==> src/rtl/countdown_pkg.sv <==
// Shared types and defaults for the parametrised countdown timer and its prescaler.
package countdown_pkg;

  typedef enum logic [1:0] {
    IDLE = 2'b00,
    RUN  = 2'b01,
    HOLD = 2'b10
  } state_t;

  localparam int DEFAULT_WIDTH    = 7;
  localparam int DEFAULT_PRESCALE = 1;

  // A divide-by-1 prescaler still needs a 1-bit counter to keep the port widths legal.
  function automatic int prescale_cnt_width(input int prescale);
    return (prescale > 1) ? $clog2(prescale) : 1;
  endfunction

endpackage

==> src/rtl/tick_prescaler.sv <==
// Divides enabled clock cycles down to one tick every PRESCALE cycles.
// clear has priority over enable; a disabled prescaler holds its phase.
module tick_prescaler
  import countdown_pkg::*;
#(
  parameter int PRESCALE = DEFAULT_PRESCALE
) (
  input  logic clk,
  input  logic rst_n,
  input  logic enable,
  input  logic clear,
  output logic tick
);

  localparam int CW = prescale_cnt_width(PRESCALE);
  localparam logic [CW-1:0] LAST = CW'(PRESCALE - 1);

  logic [CW-1:0] cnt_q;
  logic [CW-1:0] cnt_d;

  assign tick = enable && (cnt_q == LAST);

  always_comb begin
    cnt_d = cnt_q;
    if (clear) begin
      cnt_d = '0;
    end else if (enable) begin
      cnt_d = tick ? '0 : cnt_q + 1'b1;
    end
  end

  always_ff @(posedge clk or negedge rst_n) begin
    if (!rst_n) begin
      cnt_q <= '0;
    end else begin
      cnt_q <= cnt_d;
    end
  end

endmodule

==> src/rtl/countdown_timer_param.sv <==
// Parametrised countdown timer with prescaler, pause/resume, abort and auto-reload.
// done is a registered one-cycle pulse that coincides with the post-expiry count value.
module countdown_timer_param
  import countdown_pkg::*;
#(
  parameter int WIDTH    = DEFAULT_WIDTH,
  parameter int PRESCALE = DEFAULT_PRESCALE
) (
  input  logic             clk,
  input  logic             rst_n,
  input  logic             start,
  input  logic             abort,
  input  logic             pause,
  input  logic             auto_reload,
  input  logic [WIDTH-1:0] preset_value,
  output logic [WIDTH-1:0] count_out,
  output logic             active,
  output logic             done,
  output logic             paused,
  output logic [1:0]       state_dbg
);

  localparam logic [WIDTH-1:0] ONE = WIDTH'(1);

  state_t           state_q;
  state_t           state_d;
  logic [WIDTH-1:0] count_q;
  logic [WIDTH-1:0] count_d;
  logic [WIDTH-1:0] reload_q;
  logic [WIDTH-1:0] reload_d;
  logic             done_q;
  logic             done_d;
  logic             counting;
  logic             presc_clear;
  logic             tick;

  // The cycle that leaves HOLD (pause low) counts, so a pause of N cycles delays expiry by exactly N.
  assign counting    = (state_q != IDLE) && !start && !abort && !pause;
  assign presc_clear = start || abort;

  tick_prescaler #(
    .PRESCALE(PRESCALE)
  ) u_prescaler (
    .clk   (clk),
    .rst_n (rst_n),
    .enable(counting),
    .clear (presc_clear),
    .tick  (tick)
  );

  always_comb begin
    state_d  = state_q;
    count_d  = count_q;
    reload_d = reload_q;
    done_d   = 1'b0;
    if (start) begin
      count_d  = preset_value;
      reload_d = preset_value;
      state_d  = (preset_value != '0) ? RUN : IDLE;
    end else if (abort) begin
      count_d = '0;
      state_d = IDLE;
    end else begin
      unique case (state_q)
        IDLE: begin
          state_d = IDLE;
        end
        RUN, HOLD: begin
          if (pause) begin
            state_d = HOLD;
          end else begin
            state_d = RUN;
            if (tick) begin
              if (count_q > ONE) begin
                count_d = count_q - ONE;
              end else if (count_q == ONE) begin
                done_d = 1'b1;
                if (auto_reload) begin
                  count_d = reload_q;
                end else begin
                  count_d = '0;
                  state_d = IDLE;
                end
              end else begin
                state_d = IDLE;
              end
            end
          end
        end
        default: begin
          count_d = '0;
          state_d = IDLE;
        end
      endcase
    end
  end

  always_ff @(posedge clk or negedge rst_n) begin
    if (!rst_n) begin
      state_q  <= IDLE;
      count_q  <= '0;
      reload_q <= '0;
      done_q   <= 1'b0;
    end else begin
      state_q  <= state_d;
      count_q  <= count_d;
      reload_q <= reload_d;
      done_q   <= done_d;
    end
  end

  assign count_out = count_q;
  assign active    = (count_q != '0);
  assign done      = done_q;
  assign paused    = (state_q == HOLD);
  assign state_dbg = state_q;

endmodule
==> config.mk <==
export PLATFORM = sky130hd
export DESIGN_NAME = countdown_timer_param
export DESIGN_NICKNAME = d
export VERILOG_FILES = /design/src/rtl/countdown_pkg.sv /design/src/rtl/tick_prescaler.sv /design/src/rtl/countdown_timer_param.sv
export SDC_FILE = /design/constraint.sdc
export NUM_CORES = 1
export LEC_CHECK = 0
export CAP_MARGIN = 20
export CORE_MARGIN = 1.5
export CORE_UTILIZATION = 48
export CTS_CLUSTER_SIZE = 14
export DETAILED_ROUTE_END_ITERATION = 10
export PLACE_DENSITY_LB_ADDON = 0.05
export SLEW_MARGIN = 20
export SYNTH_ARGS = -nofsm -noshare
export SYNTH_HDL_FRONTEND = slang
export SYNTH_SLANG_ARGS = --single-unit
==> constraint.sdc <==
create_clock -name clk -period 4.1 [get_ports clk]
set_clock_uncertainty 0.05 [all_clocks]
set_input_delay 0.41 -clock clk [delete_from_list [all_inputs] [get_ports clk]]
set_output_delay 0.41 -clock clk [all_outputs]
set_load 0.01 [all_outputs]
* Word-level counts from Yosys, hierarchy flattened
Cells that the tools add are included.
** Cells by class
- $add $sub $neg :: 2
- Magnitude comparators :: 1
- Equality and inequality tests :: 7
- Multiplexer cells :: 27
- Bitwise gates (word level) :: 1
- Reductions and logical operators :: 15
** Operators with widths (count)
- 2-to-1 mux 7 bit :: 7
- 2-to-1 mux 2 bit :: 7
- case mux 7 bit (2 select lines) :: 1
- nonzero test 7 bit :: 2
- 2-to-1 mux 1 bit :: 12
- == test 7 x 1 -> 1 bit, second input constant :: 1
- greater-than comparator 7 x 1 -> 1 bit, second input constant :: 1
- subtractor 7 x 1 -> 7 bit, second input constant :: 1
- != test 5 bit, second input constant :: 1
- logical AND 1 bit :: 4
- != test 4 x 3 -> 1 bit, second input constant :: 1
- != test 4 bit, second input constant :: 1
- AND reduction 4 bit :: 1
- nonzero test 2 bit :: 2
- logical NOT 1 bit :: 3
- != test 3 bit, second input constant :: 1
- == test 2 x 1 -> 1 bit, second input constant :: 1
- == test 2 bit, second input constant :: 1
- logical NOT 2 bit :: 1
- OR reduction 2 bit :: 1
- adder 1 bit, second input constant :: 1
- logical OR 1 bit :: 1
- NOT 1 bit :: 1
** Word-level totals
- Register bits :: 18
- Input port bits :: 13
- Output and inout port bits :: 12
- Logic and storage cells :: 58

* Logic depth before layout (Yosys ltp)
- Depth in word-level cells :: 10
- Mapped depth :: 8
- Depth with buffers taken out :: 7

* Hierarchy
A second synthesis with hierarchy kept.
** Second synthesis, totals
- Cells, all modules :: 126
- Area, all modules :: 1141.1 um^2
** By module, submodules not included
- countdown_timer_param :: times used 1, cells an instance 123, area an instance 1094.8 um^2, seq. area each 425.4 um^2
- tick_prescaler :: times used 1, cells an instance 3, area an instance 46.3 um^2, seq. area each 25.0 um^2

* Worst setup path after synthesis
Ideal clock, no wire load.
- Kind :: register to register
- From :: reg state_q[0] (netlist: state_dbg[0])
- To :: reg count_q[6] (netlist: count_out[6])
- Library setup time :: 0.066 ns
- Arrival :: 1.874 ns
- Slack :: 2.110 ns
- Stages on the path, launching flop included :: 8
- Buffers on the path :: 1
- Clock period less this slack :: 1.990 ns
- Path through :: dfrtp_1 > inv_1 > ha_1 > or3b_1 > buf_2 > or4_1 > nand3_1 > a22o_1
** On the way
- Longest elaborated chain between the ends :: 7
- Elaborated cells on any way between the ends :: 17
- Those cells by class :: eq/ne: 6; mux: 3; reduce/logical: 8
** Ends and longest elaborated chain
- from (decl) :: line countdown_timer_param.sv:25 : state_t state_q;
- from (signal assigned) :: line countdown_timer_param.sv:105 : state_q <= state_d;
- nonzero test 2 bit :: line countdown_timer_param.sv:38 : assign counting = (state_q != IDLE) && !start && !abort && !pause;
- logical AND 1 bit (3 in series) :: line countdown_timer_param.sv:38
- logical AND 1 bit :: line tick_prescaler.sv:21 : assign tick = enable && (cnt_q == LAST);
- != test 4 x 3 -> 1 bit (no line)
- AND reduction 4 bit (no line)
- to (signal assigned) :: line countdown_timer_param.sv:106 : count_q <= count_d;
- to (decl) :: line countdown_timer_param.sv:27 : logic [WIDTH-1:0] count_q;
Parallel ways exist; a longest one is shown, timed or not.
A chain may end at the register's enable or synchronous reset.

* Worst setup path in the final report
- From :: reg count_q[0] (netlist: count_out[0])
- To :: out active
** On the way
- Longest elaborated chain between the ends :: 1
** Ends and longest elaborated chain
- nonzero test 7 bit :: line countdown_timer_param.sv:113 : assign active = (count_q != '0);
- to (decl) :: line countdown_timer_param.sv:17 : output logic active,
Every way passes these cells.

==> reports/qor.txt <==
Netlist Area Pre-Place = 1070 um^2
#FFs+latches synth = 18
Synth Area in Adders = 0.0468
Die X-Extent = 50.2 um
Synth cell types = 36
CP endpoint kind = output port
Setup Buffers After CTS = 0
CTS tree = built
GRT Util Overall = 0.189
Setup CP Type = register to output port
Total gr overflow = 0
Global-route wire length before repair = 3550 um
Startpoint Class = register
Routed Antenna Nets = 0
Largest family of logic cells by synthesized area = simple AND/OR/NAND/NOR gates
Pin count of the biggest net entering global routing = 20
Worst r2r src = count_out[0]
Part of the Yosys area used for sequential elements = 0.422
Num ports = 25
DPL Wire Length = 1710 um
Placer Congestion = 0.845
Antenna Cells = 0
Clk sinks = 18
Cells after Synth = 117
Root buffer cell = clkbuf_4
Post-detailed-route wirelength per cell = 13.7 um
Fmax = 396 MHz
Multiplexer share of the synthesized area = 0
CP max-delay cell = dfrtp_1
Deepest clock path buffer count = 2
CP max FO = 9
Std-Cell Rows = 16
Final period utilization = 0.616
CP peak stage delay = 0.49 ns
Warnings from Yosys = 0
Top delay family on crit path = buffers and inverters
P per Cell Area = 364 nW/um^2
Compound-Gate Fraction of Synth Area = 0.217
Least-Margin Pin Slew = 0.818 ns
Die area = 2520 um^2
CTS Buf Count = 3
VDD IR max = 0.275 mV
Pre-CTS WS = 1.47 ns
CTS Hold Bufs = 0
Post-CTS Resized = 0
H-tree depth = 1
Post-synthesis xor/xnor area fraction = 0.0164
P_leak = 0.000569 uW
Area leader, netlist = dfrtp_1
Status = finished, final reports clean
Min cycle time layout = 2.53 ns
Crit-path cells = inv_1, ha_1, nor3b_1, nand2_1, clkdlybuf4s50_1
Post-synthesis simple-gate area fraction = 0.218
Worst Hold Class = register to register
Vias in the first global route = 774
Critical path arrival = 2.07 ns
Final design utilization = 0.655
Worst-path clk slew = 0.10 ns
WL final = 2250 um
Vias per cell = 5.74
Max-slew violation count = 0
Sum Neg Setup Slack = 0 ns
Share of the synthesized area in the top cell type = 0.422
IO buf count = 24
Final nets = 157
Final setup vio count = 0
Initial core utilization = 0.528
Worst rel slew slack = 0.453
Max Cap Viol = 0
DRC violation count after routing = 0
RSZ-0062 raised after global routing = no
Placeable Area = 2020 um^2
Hold Crit Start = u_prescaler.cnt_q
Setup slack after layout = 1.57 ns
Chip Height = 50.2 um
Final count of hold timing violations = 0
Layout cell share with drive strength beyond 1 = 0.0652
CP bufs+invs = 2
Hold slack = 0.476 ns
Initial drt markers = 26
Mapped Nets = 134
Vias post-DR = 947
Clk_lat worst skew = 0.29 ns
Crit. Startpoint = count_out[0]
Drt first pass iters = 4
Critical Path RT = 3.64 ns
Syn avg cell area = 9.13 um^2
Antenna violations before repair = 0
Dominant cells by area after synthesis = dfrtp_1, ha_1, o21ai_0, nand2_1, inv_1
P&R area growth vs syn = 23.9%
==> registers in the layout (all words and copies together) (netlist names) <==
name,flops
count_out,7
done,1
reload_q,7
state_dbg,2
u_prescaler.cnt_q,1
==> metrics by stage <==
stage | cell area, um^2 | total power (uW) | instances
floorplan | 1070 | 332 | 117
global placement | 1300 | 397 | 162
detailed placement | 1300 | 396 | 162
CTS | 1320 | 484 | 165
global route | 1320 | 509 | 165
finish | 1320 | 482 | 165
==> per-layer routing <==
metal | vias to the layer above | global-route usage | wire length (um)
met2 | 37 | 0.281 | 985
met3 | 4 | 0.0179 | 117
met4 | 0 | 0.0833 | 27
li1 | 472 | - | -
met5 | - | 0 | 0
met1 | 434 | 0.279 | 1120
==> worst register-to-register path: cells and delay by family (launching register included) <==
kind | cells | cell delay [ns]
adders and majority gates | 1 | 0.27
and+or+nand+nor | 2 | 0.62
AOI/OAI and AO/OA | 3 | 0.72
DFF | 1 | 0.52
==> layout make-up <==
cell class	instances	area [um^2]
clock buffer	3	22.5
fill	173	698
inverter	12	45.0
multi-input combinational	81	532
sequential	18	450
tap	27	33.8
timing repair buffer	24	240
==> where the power goes <==
part	total, uW	switching, uW	internal [uW]
Sequential	229	31.7	197
Clock	87.0	52.8	34.2
Combinational	166	79.6	86.4
Total	482	164	318
==> cell usage after synthesis (all sizes together) <==
cell type,n
o211ai,1
nand3,4
xnor2,2
nor4b,1
a221o,2
ha,4
o22ai,1
or3b,1
a22o,2
a41oi,1
nor4,1
clkbuf,1
nor3b,3
and2,3
o31ai,1
inv,12
o21ai,10
buf,5
o21bai,1
nor2,9
o211a,1
nor3,5
and3,1
dfrtp,18
a32oi,1
o221ai,1
a22oi,1
a31oi,6
o41ai,1
a311o,1
or4,3
nand2,13
==> layout by cell type (no fill, tap or decap), types with 2 or more instances in the layout <==
master / count
clkdlybuf4s50_1: 24
dfrtp_1: 18
nand2_1: 13
inv_1: 12
o21ai_0: 10
nor2_1: 8
a31oi_1: 6
nor3_1: 5
nand3_1: 4
ha_1: 4
and2_1: 3
clkbuf_4: 3
or4_1: 2
nor3b_1: 2
a22o_1: 2
xnor2_1: 2
a221o_1: 2
==> final timing paths <==
path | cells past startpoint | end | slack, ns
worst max-delay path | 5 | active | 1.57
worst min-delay path | 1 | u_prescaler.cnt_q | 0.48
worst max register to register | 6 | count_out[4] | 1.83
worst min register to register | 1 | u_prescaler.cnt_q | 0.48
max in group asynchronous | 1 | reload_q[6] | 2.96
min in group asynchronous | 1 | count_out[6] | 0.53
==> kinds of logic after synthesis <==
logic type | Yosys count
AO/OA/AOI/OAI | 31
XOR/XNOR | 2
adder cells (fa/ha/maj) | 4
buffers and inverters | 18
flip-flops | 18
AND/OR/NAND/NOR | 44
Power figures use the tool's default switching activity.
